$ cat src/rtl/phase_sched_if.sv
// Request, engine and result signals shared between phase_sched and its neighbours.
// The slave modport is the scheduler's view; master is the front end / engine side.
interface phase_sched_if #(
  parameter int NCH = 4,
  parameter int CHW = 2
);
  logic [NCH-1:0]    req_valid;
  logic [NCH*13-1:0] req_x;
  logic [NCH*13-1:0] req_y;
  logic [NCH-1:0]    req_ready;
  logic              eng_start;
  logic [12:0]       eng_x;
  logic [12:0]       eng_y;
  logic [18:0]       eng_angle;
  logic              res_valid;
  logic [CHW-1:0]    res_ch;
  logic [18:0]       res_angle;
  logic              busy;

  modport slave (
    input  req_valid, req_x, req_y, eng_angle,
    output req_ready, eng_start, eng_x, eng_y, res_valid, res_ch, res_angle, busy
  );

  modport master (
    output req_valid, req_x, req_y, eng_angle,
    input  req_ready, eng_start, eng_x, eng_y, res_valid, res_ch, res_angle, busy
  );
endinterface

$ cat src/rtl/phase_sched.sv
// Round-robin scheduler sharing one fixed-latency phase engine among NCH channels,
// returning each engine angle tagged with the channel that requested it.

module phase_sched_chk #(
  parameter int NCH = 4
) (
  input logic           clock,
  input logic           reset,
  input logic [NCH-1:0] req_valid,
  input logic [NCH-1:0] req_ready,
  input logic           eng_start,
  input logic           res_valid,
  input logic           busy
);
  a_grant_onehot:  assert property (@(posedge clock) disable iff (reset) $onehot0(req_ready));
  a_grant_valid:   assert property (@(posedge clock) disable iff (reset) (req_ready & ~req_valid) == '0);
  a_start_single:  assert property (@(posedge clock) disable iff (reset) eng_start |=> !eng_start);
  a_start_busy:    assert property (@(posedge clock) disable iff (reset) eng_start |-> busy);
  a_result_idle:   assert property (@(posedge clock) disable iff (reset) res_valid |-> !busy);
endmodule

module phase_sched #(
  parameter int NCH      = 4,
  parameter int CHW      = 2,
  parameter int CALC_LAT = 16
) (
  input logic          clock,
  input logic          reset,
  phase_sched_if.slave bus
);
  localparam int              SW       = 13;
  localparam int              CNTW     = (CALC_LAT > 1) ? $clog2(CALC_LAT) : 1;
  localparam logic [CNTW-1:0] CNT_LOAD = CNTW'(CALC_LAT - 1);

  typedef enum logic [1:0] {
    IDLE  = 2'd0,
    ISSUE = 2'd1,
    WAIT  = 2'd2
  } state_t;

  state_t          state_r;
  state_t          state_s;
  logic            busy_r;
  logic [CHW-1:0]  rr_ptr_r;
  logic [CHW-1:0]  ch_r;
  logic [CNTW-1:0] cnt_r;
  logic            eng_start_r;
  logic [12:0]     eng_x_r;
  logic [12:0]     eng_y_r;
  logic            res_valid_r;
  logic [CHW-1:0]  res_ch_r;
  logic [18:0]     res_angle_r;

  logic [CHW-1:0]  idx_s;
  logic [CHW-1:0]  grant_ch_s;
  logic            grant_found_s;
  logic            grant_s;
  logic            issue_s;
  logic            done_s;
  logic [NCH-1:0]  req_ready_s;

  // Channel index base+k, wrapped modulo NCH (NCH need not be a power of two).
  function automatic logic [CHW-1:0] wrap_add(input logic [CHW-1:0] base, input int k);
    int sum;
    sum = int'(base) + k;
    return (sum >= NCH) ? CHW'(sum - NCH) : CHW'(sum);
  endfunction

  // Round-robin search: descending k so the closest requester to rr_ptr_r wins.
  always_comb begin
    grant_found_s = 1'b0;
    grant_ch_s    = '0;
    idx_s         = '0;
    for (int k = NCH - 1; k >= 0; k--) begin
      idx_s         = wrap_add(rr_ptr_r, k);
      grant_ch_s    = bus.req_valid[idx_s] ? idx_s : grant_ch_s;
      grant_found_s = grant_found_s | bus.req_valid[idx_s];
    end
  end

  // State register; busy is registered alongside the state it decodes.
  always_ff @(posedge clock) begin
    if (reset) begin
      state_r <= IDLE;
      busy_r  <= 1'b0;
    end else begin
      state_r <= state_s;
      busy_r  <= (state_s != IDLE);
    end
  end

  // Next-state logic.
  always_comb begin
    state_s = state_r;
    case (state_r)
      IDLE:    state_s = grant_found_s ? ISSUE : IDLE;
      ISSUE:   state_s = WAIT;
      WAIT:    state_s = (cnt_r == '0) ? IDLE : WAIT;
      default: state_s = IDLE;
    endcase
  end

  // Per-state strobes and the combinational one-hot grant.
  always_comb begin
    grant_s     = 1'b0;
    issue_s     = 1'b0;
    done_s      = 1'b0;
    req_ready_s = '0;
    case (state_r)
      IDLE:    grant_s = grant_found_s & ~reset;
      ISSUE:   issue_s = 1'b1;
      WAIT:    done_s  = (cnt_r == '0);
      default: grant_s = 1'b0;
    endcase
    if (grant_s) begin
      req_ready_s = {{(NCH-1){1'b0}}, 1'b1} << grant_ch_s;
    end else begin
      req_ready_s = '0;
    end
  end

  // Datapath: operand capture, latency counter, result capture.
  always_ff @(posedge clock) begin
    if (reset) begin
      rr_ptr_r    <= '0;
      ch_r        <= '0;
      cnt_r       <= '0;
      eng_start_r <= 1'b0;
      eng_x_r     <= 13'd0;
      eng_y_r     <= 13'd0;
      res_valid_r <= 1'b0;
      res_ch_r    <= '0;
      res_angle_r <= 19'd0;
    end else begin
      eng_start_r <= grant_s;
      res_valid_r <= done_s;
      if (grant_s) begin
        eng_x_r  <= bus.req_x[int'(grant_ch_s)*SW +: SW];
        eng_y_r  <= bus.req_y[int'(grant_ch_s)*SW +: SW];
        ch_r     <= grant_ch_s;
        rr_ptr_r <= wrap_add(grant_ch_s, 1);
      end
      if (issue_s) begin
        cnt_r <= CNT_LOAD;
      end else if ((state_r == WAIT) && (cnt_r != '0)) begin
        cnt_r <= cnt_r - CNTW'(1'b1);
      end
      if (done_s) begin
        res_angle_r <= bus.eng_angle;
        res_ch_r    <= ch_r;
      end
    end
  end

  assign bus.req_ready = req_ready_s;
  assign bus.eng_start = eng_start_r;
  assign bus.eng_x     = eng_x_r;
  assign bus.eng_y     = eng_y_r;
  assign bus.res_valid = res_valid_r;
  assign bus.res_ch    = res_ch_r;
  assign bus.res_angle = res_angle_r;
  assign bus.busy      = busy_r;

  phase_sched_chk #(.NCH(NCH)) u_chk (
    .clock     (clock),
    .reset     (reset),
    .req_valid (bus.req_valid),
    .req_ready (req_ready_s),
    .eng_start (eng_start_r),
    .res_valid (res_valid_r),
    .busy      (busy_r)
  );
endmodule

$ cat src/flat_wrapper.sv
// flat-port wrapper written by rule: the top's interface ports become plain ports
module phase_sched_flat 
#(
  parameter int NCH      = 4,
  parameter int CHW      = 2,
  parameter int CALC_LAT = 16
)
  (clock, reset, bus_req_valid, bus_req_x, bus_req_y, bus_eng_angle, bus_req_ready, bus_eng_start, bus_eng_x, bus_eng_y, bus_res_valid, bus_res_ch, bus_res_angle, bus_busy);
  phase_sched_if #(.NCH(NCH), .CHW(CHW)) bus_i ();
  input logic clock;
  input logic reset;
  input wire logic [$bits(bus_i.req_valid)-1:0] bus_req_valid;
  input wire logic [$bits(bus_i.req_x)-1:0] bus_req_x;
  input wire logic [$bits(bus_i.req_y)-1:0] bus_req_y;
  input wire logic [$bits(bus_i.eng_angle)-1:0] bus_eng_angle;
  output wire logic [$bits(bus_i.req_ready)-1:0] bus_req_ready;
  output wire logic [$bits(bus_i.eng_start)-1:0] bus_eng_start;
  output wire logic [$bits(bus_i.eng_x)-1:0] bus_eng_x;
  output wire logic [$bits(bus_i.eng_y)-1:0] bus_eng_y;
  output wire logic [$bits(bus_i.res_valid)-1:0] bus_res_valid;
  output wire logic [$bits(bus_i.res_ch)-1:0] bus_res_ch;
  output wire logic [$bits(bus_i.res_angle)-1:0] bus_res_angle;
  output wire logic [$bits(bus_i.busy)-1:0] bus_busy;
  assign bus_i.req_valid = bus_req_valid;
  assign bus_i.req_x = bus_req_x;
  assign bus_i.req_y = bus_req_y;
  assign bus_i.eng_angle = bus_eng_angle;
  assign bus_req_ready = bus_i.req_ready;
  assign bus_eng_start = bus_i.eng_start;
  assign bus_eng_x = bus_i.eng_x;
  assign bus_eng_y = bus_i.eng_y;
  assign bus_res_valid = bus_i.res_valid;
  assign bus_res_ch = bus_i.res_ch;
  assign bus_res_angle = bus_i.res_angle;
  assign bus_busy = bus_i.busy;
  phase_sched #(.NCH(NCH), .CHW(CHW), .CALC_LAT(CALC_LAT)) u_core (.clock(clock), .reset(reset), .bus(bus_i));
endmodule
$ cat config.mk
export PLATFORM = sky130hd
export DESIGN_NAME = phase_sched_flat
export DESIGN_NICKNAME = d
export VERILOG_FILES = /design/src/rtl/phase_sched_if.sv /design/src/rtl/phase_sched.sv /design/src/flat_wrapper.sv
export SDC_FILE = /design/constraint.sdc
export NUM_CORES = 1
export LEC_CHECK = 0
export ABC_CLOCK_PERIOD_IN_PS = 2700
export BUFFER_PORTS_ARGS = -buffer_cell sky130_fd_sc_hd__buf_2
export CORE_MARGIN = 3
export CORE_UTILIZATION = 25
export CTS_CLUSTER_DIAMETER = 60
export DETAILED_ROUTE_END_ITERATION = 10
export HOLD_SLACK_MARGIN = 0.03
export MAX_ROUTING_LAYER = met4
export PLACE_DENSITY = 0.6
export SYNTH_ARGS = -nofsm -noshare
export SYNTH_HDL_FRONTEND = slang
export SYNTH_HIERARCHICAL = 1
export SYNTH_SLANG_ARGS = --single-unit
$ cat constraint.sdc
create_clock -name clock -period 2.7 [get_ports clock]
set_clock_uncertainty 0.1 [all_clocks]
set_input_delay 0.27 -clock clock [delete_from_list [all_inputs] [get_ports clock]]
set_output_delay 0.27 -clock clock [all_outputs]
set_load 0.02 [all_outputs]
After elaboration in Yosys (flattened, before gate mapping)
Index checks and enable logic that the tools add are counted.
{ "totals": {"input_bits": 129, "output_inout_bits": 54, "ff_bits": 60} }
{ "op_classes": {"order_cmp": 9, "bitwise": 5, "shifts": 3, "n_eq_ne": 2, "addsub": 10, "n_mul": 1, "n_reduce_logical": 6, "muxes": 26} }
{ "ops": {"columns": ["op", "count"], "rows": [
  ["$shiftx A52 B32 Y13", 2],
  ["$mux W2", 10],
  ["$ge A3 B3 Y1 const B", 4],
  ["$lt A2 B3 Y1 const B", 4],
  ["$mux W4", 3],
  ["$sub A2 B1 Y2 const B", 5],
  ["$bmux W1 S2", 4],
  ["$mux W1", 8],
  ["$add A2 B1 Y3 const B", 2],
  ["$add A2 B2 Y3 const B", 2],
  ["$mul A2 B4 Y6 const B", 1],
  ["$pmux W2 S3", 1],
  ["$logic_not A4 Y1", 1],
  ["$reduce_bool A2 Y1", 2],
  ["$reduce_bool A4 Y1", 1],
  ["$shl A1 B2 Y4 const A", 1],
  ["$sub A4 B1 Y4 const B", 1],
  ["$ge A2 B3 Y1 const B", 1],
  ["$or A1 B1 Y1", 3],
  ["$eq A2 B1 Y1 const B", 1],
  ["$eq A2 B2 Y1 const B", 1],
  ["$logic_not A2 Y1", 1],
  ["$and A1 B1 Y1", 1],
  ["$logic_and A1 B1 Y1", 1],
  ["$not A1 Y1", 1]
]} }

Longest topological paths before layout
Gate-level depths: netlist of run 1.
{ "logic_depth": {"depth_word": 12, "ltp_mapped": 8} }

Worst setup path before layout of run 1
Ideal clock, no wire load.
{ "synth_timing": {"path_type": "input to output", "from": "input port bus_req_valid[2]", "to": "output port bus_req_ready[1]", "path_stages": 7, "required_time_ps": 2330, "arrival_time_ps": 1775, "path_buffers": 3, "path_slack_ps": 555, "path_cell_list": "nor2b_1 -> or4b_1 -> buf_2 -> and2_4 -> buf_6 -> buf_6 -> nor2_1"} }
{ "synth_between": {"elab_chain_cells": 8, "word_cells_on_any_way": 19, "cone_classes": "1 x shift; 14 x mux; 4 x bitwise"} }
{ "synth_lines": {"columns": ["item", "line", "text"], "rows": [
  ["start: declaration", "flat_wrapper.sv:12", "input wire logic [$bits(bus_i.req_valid)-1:0] bus_req_valid;"],
  ["$bmux W1 S2", "phase_sched.sv:76, phase_sched.sv:77", null],
  ["$mux W1 (implied by the code)", "phase_sched.sv:76, phase_sched.sv:77", null],
  ["$mux W2 / $or A1 B1 Y1 (equally long branches) (3 in series)", "phase_sched.sv:76, phase_sched.sv:77", null],
  ["$mux W2 / $and A1 B1 Y1 (equally long branches)", "phase_sched.sv:76, phase_sched.sv:110", null],
  ["$shl A1 B2 Y4 / $mux W1 (equally long branches)", "phase_sched.sv:116, phase_sched.sv:109", null],
  ["$mux W4 *", "phase_sched.sv:115", "if (grant_s) begin"],
  ["end: declaration", "flat_wrapper.sv:16", "output wire logic [$bits(bus_i.req_ready)-1:0] bus_req_ready;"]
]} }
Mark *: on every way between the ends. The rest lies on a longest branch, timed or not. The select of a mux whose other input is x is not followed.

Final worst setup path of run 1
{ "layout_timing": {"from": "register u_core.rr_ptr_r[0]", "to": "output port bus_req_ready[2]"} }
{ "layout_between": {"elab_chain_cells": 11, "word_cells_on_any_way": 34, "cone_classes": "7 x add/sub; 4 x order compare; 1 x shift; 18 x mux; 4 x bitwise"} }
{ "layout_lines": {"columns": ["item", "line", "text"], "rows": [
  ["start: declaration", "phase_sched.sv:44", "logic [CHW-1:0] rr_ptr_r;"],
  ["start signal: assignment", "phase_sched.sv:141", "rr_ptr_r <= wrap_add(grant_ch_s, 1);"],
  ["$add A2 B2 Y3", "phase_sched.sv:65", "sum = int'(base) + k;"],
  ["$ge A3 B3 Y1 / $sub A2 B1 Y2 (equally long branches)", "phase_sched.sv:66", "return (sum >= NCH) ? CHW'(sum - NCH) : CHW'(sum);"],
  ["$mux W2", "phase_sched.sv:66", null],
  ["$bmux W1 S2", "phase_sched.sv:76, phase_sched.sv:77", null],
  ["$mux W1 (implied by the code)", "phase_sched.sv:76, phase_sched.sv:77", null],
  ["$mux W2 / $or A1 B1 Y1 (equally long branches) (3 in series)", "phase_sched.sv:76, phase_sched.sv:77", null],
  ["$mux W2 / $and A1 B1 Y1 (equally long branches)", "phase_sched.sv:76, phase_sched.sv:110", null],
  ["$shl A1 B2 Y4 / $mux W1 (equally long branches)", "phase_sched.sv:116, phase_sched.sv:109", null],
  ["$mux W4 *", "phase_sched.sv:115", null]
]} }
Marks and branches as above.

==> results_dict.tcl, run 1 <==
set metrics [dict create \
    overflow 0 \
    final_cell_mix "182 x buf_2, 72 x nand2_1, 60 x dfxtp_1" \
    max_cap_viol_count 0 \
    crit_fanout 28 \
    worst_pin_slew_ns 0.721 \
    clkTransAtPathRegs_ns 0.05 \
    io_buffers 182 \
    pre_cts_ws_ns 0.414 \
    setup_viol 0 \
    final_cell_area_mm2 0.00433 \
    drive_above_1_share_pct 38.5 \
    synth_xor_area_share_pct 0.870 \
    io-pin-count 183 \
    dieHeight_um 116 \
    arrival_ns 2.18 \
    fmax_ghz 0.393 \
    design.core.area_mm2 0.0116 \
    drtPass1Iterations 6 \
    fin_ws_ns 0.152 \
    muxShareOfSynthArea_pct 8.94 \
    wire_per_inst_um 13.7 \
    powerDensity_mw_per_mm2 695 \
    ctsResizeCount 0 \
    critPathLaunchType "register" \
    cts_buffer_depth 2 \
    end_kind "output port" \
    relSlewSlack_pct 51.9 \
    fillerInstances 1225 \
    routed_wl_um 9500 \
    status "completed" \
    cts_sinks 60 \
    synth.avg_cell_area_um2 8.17 \
    grt_pass1_vias 3158 \
    timing.final.crit_period_ns 2.55 \
    synth.area.top_cells "dfxtp_1 40%, mux2i_1 8.9%, nand2_1 8.9%" \
    yosysUniqueCellTypes 37 \
    syn_area_mm2 0.00302 \
    vias_per_cell 4.68 \
    drtIter0Drc 144 \
    nets 672 \
    cts_tree "done" \
    drcViolationCount 0 \
    leakagePower_nw 2.10 \
    layout_commonest_cell "buf_2" \
    postPlaceCellArea_mm2 0.00405 \
    place_congestion 0.761 \
    power_mw 3.01 \
    setup_tns_ns 0 \
    drv_slew 0 \
    postCtsHoldBufs 0 \
    syn_inst 370 \
    yosysWarningCount 6 \
    ys_ff_latch 60 \
    vdd_drop_max_mv 0.236 \
    synth_compound_area_share_pct 23.6 \
    clkLatencyLatePin_ns 0.32 \
    holdWs_ns 0.0883 \
    grt_usage_pct 14.3 \
    hold_path.class "in2reg" \
    cts_root_buf "clkbuf_16" \
    finalCritPeriodShare_pct 94.4 \
    vias 3241 \
    hpwl_um 7300 \
    grt_pass1_wl_um 14900 \
    grt_setup_unrepaired "no" \
    crit_type "reg2out" \
    yosys.area_share.simple_pct 20.9 \
    syn-num-nets 501 \
    num_rows 39 \
    cts_buffers 9 \
    antenna_found_initial 2 \
    synth_area_leader_cell "dfxtp_1" \
    utilization_pct 37.3 \
    placed_cells 673 \
    antenna_left 0 \
    synth.top_cell.area_share_pct 39.8 \
    die_w_um 116 \
    areaGrowthSynthToFinish_pct 43.2 \
    grt_start_max_net_pins 46 \
    h-tree-depth 3 \
    seq_area_frac_synth_pct 39.8 \
    post-cts-setup-buffers 0 \
    synthAdderAreaFrac_pct 0.828 \
    dieArea_mm2 0.0134 \
    start_util_pct 26.0 \
    final_cells 692 \
    required_ns 2.33 \
    finalHoldViolCount 0 \
    synth_top_family_by_area "compound AO/OA/AOI/OAI gates" \
]
-- registers in the layout, summed over array words and instances (netlist names) --
name                  flops
u_core/bus.res_ch         2
u_core/cnt_r              4
u_core/ch_r               2
u_core/bus.busy           1
u_core/rr_ptr_r           2
u_core/bus.eng_x         13
u_core/bus.res_valid      1
u_core/state_r            2
u_core/bus.res_angle     19
u_core/bus.eng_y         13
u_core/bus.eng_start      1
-- synth_stat cells --
cell type / count
nor4_1: 3
o311a_1: 1
xnor2_1: 3
a211oi_1: 1
a31oi_1: 1
o31a_1: 1
or3_1: 1
and2_1: 2
and3_1: 25
inv_1: 3
dfxtp_1: 60
nor3b_1: 1
and2_4: 1
a21boi_0: 26
ha_1: 2
nor2b_1: 4
o21ai_1: 12
nand2_1: 72
mux2i_1: 27
o211ai_1: 25
and3b_1: 1
or3b_1: 1
a21oi_1: 31
nor2_1: 11
clkbuf_1: 23
or4b_1: 1
o21ai_0: 13
buf_1: 1
buf_6: 3
or4_1: 1
buf_2: 4
nor4_2: 1
nor3_1: 2
nand3b_1: 2
o221ai_1: 1
nand2b_1: 2
o21bai_1: 1
-- final timing paths --
kind         slack [ns]                        to  cells after the start                startpoint
min reg2reg        0.35  u_core/bus.res_angle[18]                      2  u_core/bus.res_angle[18]
max                0.15          bus_req_ready[2]                      5        u_core/rr_ptr_r[0]
max reg2reg        0.54       u_core/bus.eng_x[6]                      6        u_core/rr_ptr_r[0]
min                0.09  u_core/bus.res_angle[18]                      3         bus_eng_angle[18]
-- critical path: stages (launching register included) --
cell and delay, ns:
dfxtp_1 0.36, nor2b_1 0.09, or4b_1 0.66, and2_4 0.37, and2_1 0.21, buf_2 0.15
-- cell type report --
class | instances | area, µm² | share of cell area [%]
multi-input cells | 276 | 1670 | 38.5
flip-flops and latches | 60 | 1200 | 27.8
repair buffers | 191 | 991 | 22.9
clock buffers | 9 | 225 | 5.21
well taps | 143 | 179 | 4.14
clock inverters | 7 | 43.8 | 1.01
inverters | 3 | 11.3 | 0.260
diodes | 3 | 7.51 | 0.174
-- cell families (layout without fill, tap and decap cells) --
family	count (synthesis)	count (layout)
AND/OR/NAND/NOR	131	131
AO/OA/AOI/OAI	113	113
flip-flops	60	60
buffers and inverters	34	210
multiplexers	27	27
XOR/XNOR	3	3
adder cells (fa/ha/maj)	2	2
other	0	3
-- layer usage --
layer | up-vias | wire (µm) | GRT usage, %
li1 | 1654 | - | -
met1 | 1428 | 4000 | 16.3
met2 | 147 | 4460 | 23.2
met3 | 12 | 930 | 5.07
met4 | 0 | 113 | 4.64
met5 | - | 0 | -
-- power breakdown --
part	internal (mW)	switching, mW
logic	0.376	0.521
clock network	0.614	0.401
registers	1.02	0.0780
total	2.01	1.00
No activity file was read; power rests on OpenSTA's default activity.
==> inputs of run 2 (changes only) <==
--- a/config.mk
+++ b/config.mk
@@ -16,5 +16,4 @@
 export PLACE_DENSITY = 0.6
 export SYNTH_ARGS = -nofsm -noshare
 export SYNTH_HDL_FRONTEND = slang
-export SYNTH_HIERARCHICAL = 1
 export SYNTH_SLANG_ARGS = --single-unit
==> run 2 against run 1 <==
  * Sequential share of layout area fell by 0.25 points
  * Area after synthesis rose by 3.8%
  * Count of clock-buffer cells in the layout rose by 3
  * Core utilization fell by 1.2 points
  * Combinational power fell by 5.3%
  * Global-route usage fell by 0.79 points
  * First-iteration DRC count fell by 39%
  * Final area rose by 0.90%
  * Sequential power barely moved
  * Synthesized cell count fell by 0.81%
  * Hold slack got worse by 0.0041 ns
  * Register-to-register slack improved by 0.04 ns
  * Highest routed layer unchanged
==> results_dict.tcl, run 2 <==
set metrics [dict create \
    required_ns 2.33 \
    ctsResizeCount 0 \
    leakagePower_nw 2.13 \
    fmax_ghz 0.425 \
    cts_buffers 9 \
    cts_root_buf "clkbuf_16" \
    hpwl_um 6970 \
    postCtsHoldBufs 0 \
    postPlaceCellArea_mm2 0.00409 \
    wire_per_inst_um 13.0 \
    ys_ff_latch 60 \
    cts_buffer_depth 2 \
    drcViolationCount 0 \
    critPathSlowestCell "dfxtp_1" \
    design.core.area_mm2 0.0121 \
    pre_cts_ws_ns 0.584 \
    synthTopCellsByCount "69 x nand2_1, 60 x dfxtp_1, 30 x mux2i_1, 26 x a21boi_0, 26 x a21oi_1" \
    synth_area_leader_cell "dfxtp_1" \
    yosysMostFrequentCell "nand2_1" \
    overflow 0 \
    synth_edf_count 0 \
    drive_above_1_share_pct 40.4 \
    io_buffers 182 \
    drv_slew 0 \
    timing.final.crit_period_ns 2.35 \
    critPathLaunchType "register" \
    finalCritPeriodShare_pct 87.1 \
    postSynth.asyncResetShare_pct 0 \
    finalHoldViolCount 0 \
    synth.top_cell.area_share_pct 38.3 \
    cts_tree "done" \
    synth.avg_cell_area_um2 8.54 \
    drtIter0Drc 88 \
    dieHeight_um 118 \
    post-cts-setup-buffers 0 \
    grt_usage_pct 13.5 \
    powerDensity_mw_per_mm2 679 \
    yosysUniqueCellTypes 45 \
    vdd_drop_max_mv 0.248 \
    utilization_pct 36.0 \
    end_kind "output port" \
    syn_inst 367 \
    fin_ws_ns 0.349 \
    die_w_um 118 \
    crit_chain "a21oi_1 > o21a_1 > o22a_1 > nand2b_4 > nor2_1 > buf_2" \
    worst_pin_slew_ns 1.18 \
    setup_viol 0 \
    start_util_pct 25.9 \
    crit_type "reg2out" \
    areaGrowthSynthToFinish_pct 39.2 \
    setup_tns_ns 0 \
    h-tree-depth 3 \
    antenna_found_initial 0 \
    grt_pass1_vias 3111 \
    synth.area.top_cells "dfxtp_1 38%, mux2i_1 9.6%, nand2_1 8.3%" \
    seq_area_frac_synth_pct 38.3 \
    antenna_left 0 \
    crit_fanout 28 \
    grt_setup_unrepaired "no" \
    final_cell_mix "182 x buf_2, 69 x nand2_1, 60 x dfxtp_1" \
    holdWs_ns 0.0842 \
    largest_reg_flops 19 \
    grt_pass1_wl_um 14900 \
    routed_wl_um 9180 \
    status "completed" \
    syn-num-nets 497 \
    vias 3190 \
    clkTransAtPathRegs_ns 0.05 \
    yosysWarningCount 0 \
    grt_start_max_net_pins 51 \
    place_congestion 0.798 \
    final_cell_area_mm2 0.00437 \
    relSlewSlack_pct 21.3 \
    arrival_ns 1.98 \
    drtPass1Iterations 5 \
    io-pin-count 183 \
    cts_sinks 60 \
    max_cap_viol_count 0 \
    clkLatencyLatePin_ns 0.32 \
    cpPeakStageDelay_ns 0.44 \
    startpoint "u_core.rr_ptr_r[1]" \
    syn_area_mm2 0.00314 \
    diodes 0 \
    vias_per_cell 4.51 \
    worstHoldStart "bus_eng_angle[5]" \
    r2r-start "u_core.cnt_r[0]" \
    nets 664 \
    layout_commonest_cell "buf_2" \
    hold_path.class "in2reg" \
    dieArea_mm2 0.0139 \
    synth_ff_type "dfxtp_1" \
    num_rows 40 \
]
## run 2: changes by cell type after synthesis, sizes merged, moves of 3 or more
| cell | before | now |
|---|---|---|
| a21oi | 31 | 26 |
| buf | 8 | 11 |
| mux2i | 27 | 30 |
| clkbuf | 23 | 19 |
| nor2b | 4 | 0 |
| nor2 | 11 | 17 |
## run 2: per-layer routing
layer / vias to the layer above / wire length (µm) / global-route usage (%) / part of all wire, %
met4: 0 / 192 / 5.49 / 2.1
met2: 96 / 4530 / 22.0 / 49
met1: 1438 / 3980 / 16.0 / 43
met3: 13 / 467 / 3.27 / 5.1
li1: 1643 / - / - / -
met5: - / 0 / - / 0
## run 2: path summary, 6_finish.rpt
check	cells past startpoint	slack (ns)	end
setup / recovery	6	0.35	bus_req_ready[1]
hold / removal	3	0.08	u_core.bus.res_angle[5]
setup reg to reg	6	0.58	u_core.bus.res_angle[4]
hold reg to reg	2	0.36	u_core.bus.res_ch[0]
## run 2: cell families after synthesis
kind of cell / Yosys count / share of synthesized area [%]
buf+inv: 35 / 6.74
fa+ha+maj: 1 / 0.399
compound gates: 114 / 24.7
xor+xnor: 2 / 0.559
simple gates: 125 / 19.8
flops: 60 / 38.3
mux: 30 / 9.58
## run 2: worst max-delay path, delay by kind of cell (launching register included)
family / cells / cell delay, ns
compound gates: 3 / 0.55
simple gates: 2 / 0.49
flops: 1 / 0.44
buf+inv: 1 / 0.18
## run 2: final cells by class
type | count | area (µm²)
Clock buffer | 12 | 246
Clock inverter | 4 | 25.0
Fill cell | 1307 | 7750
Inverter | 5 | 18.8
Multi-Input combinational cell | 272 | 1720
Sequential cell | 60 | 1200
Tap cell | 168 | 210
Timing Repair Buffer | 186 | 941
## run 2: power by group
part / switching, mW / internal [mW] / total (mW) / leakage, nW
combinational: 0.500 / 0.350 / 0.850 / 1.51
sequential: 0.0709 / 1.01 / 1.08 / 0.492
clock: 0.394 / 0.642 / 1.04 / 0.129
total: 0.965 / 2.00 / 2.96 / 2.13
## run 2: metrics by stage
stage / instances / total power, mW
floorplan: 367 / 1.71
global placement: 691 / 1.94
detailed placement: 691 / 1.96
CTS: 707 / 3.02
global route: 707 / 3.14
finish: 707 / 2.96
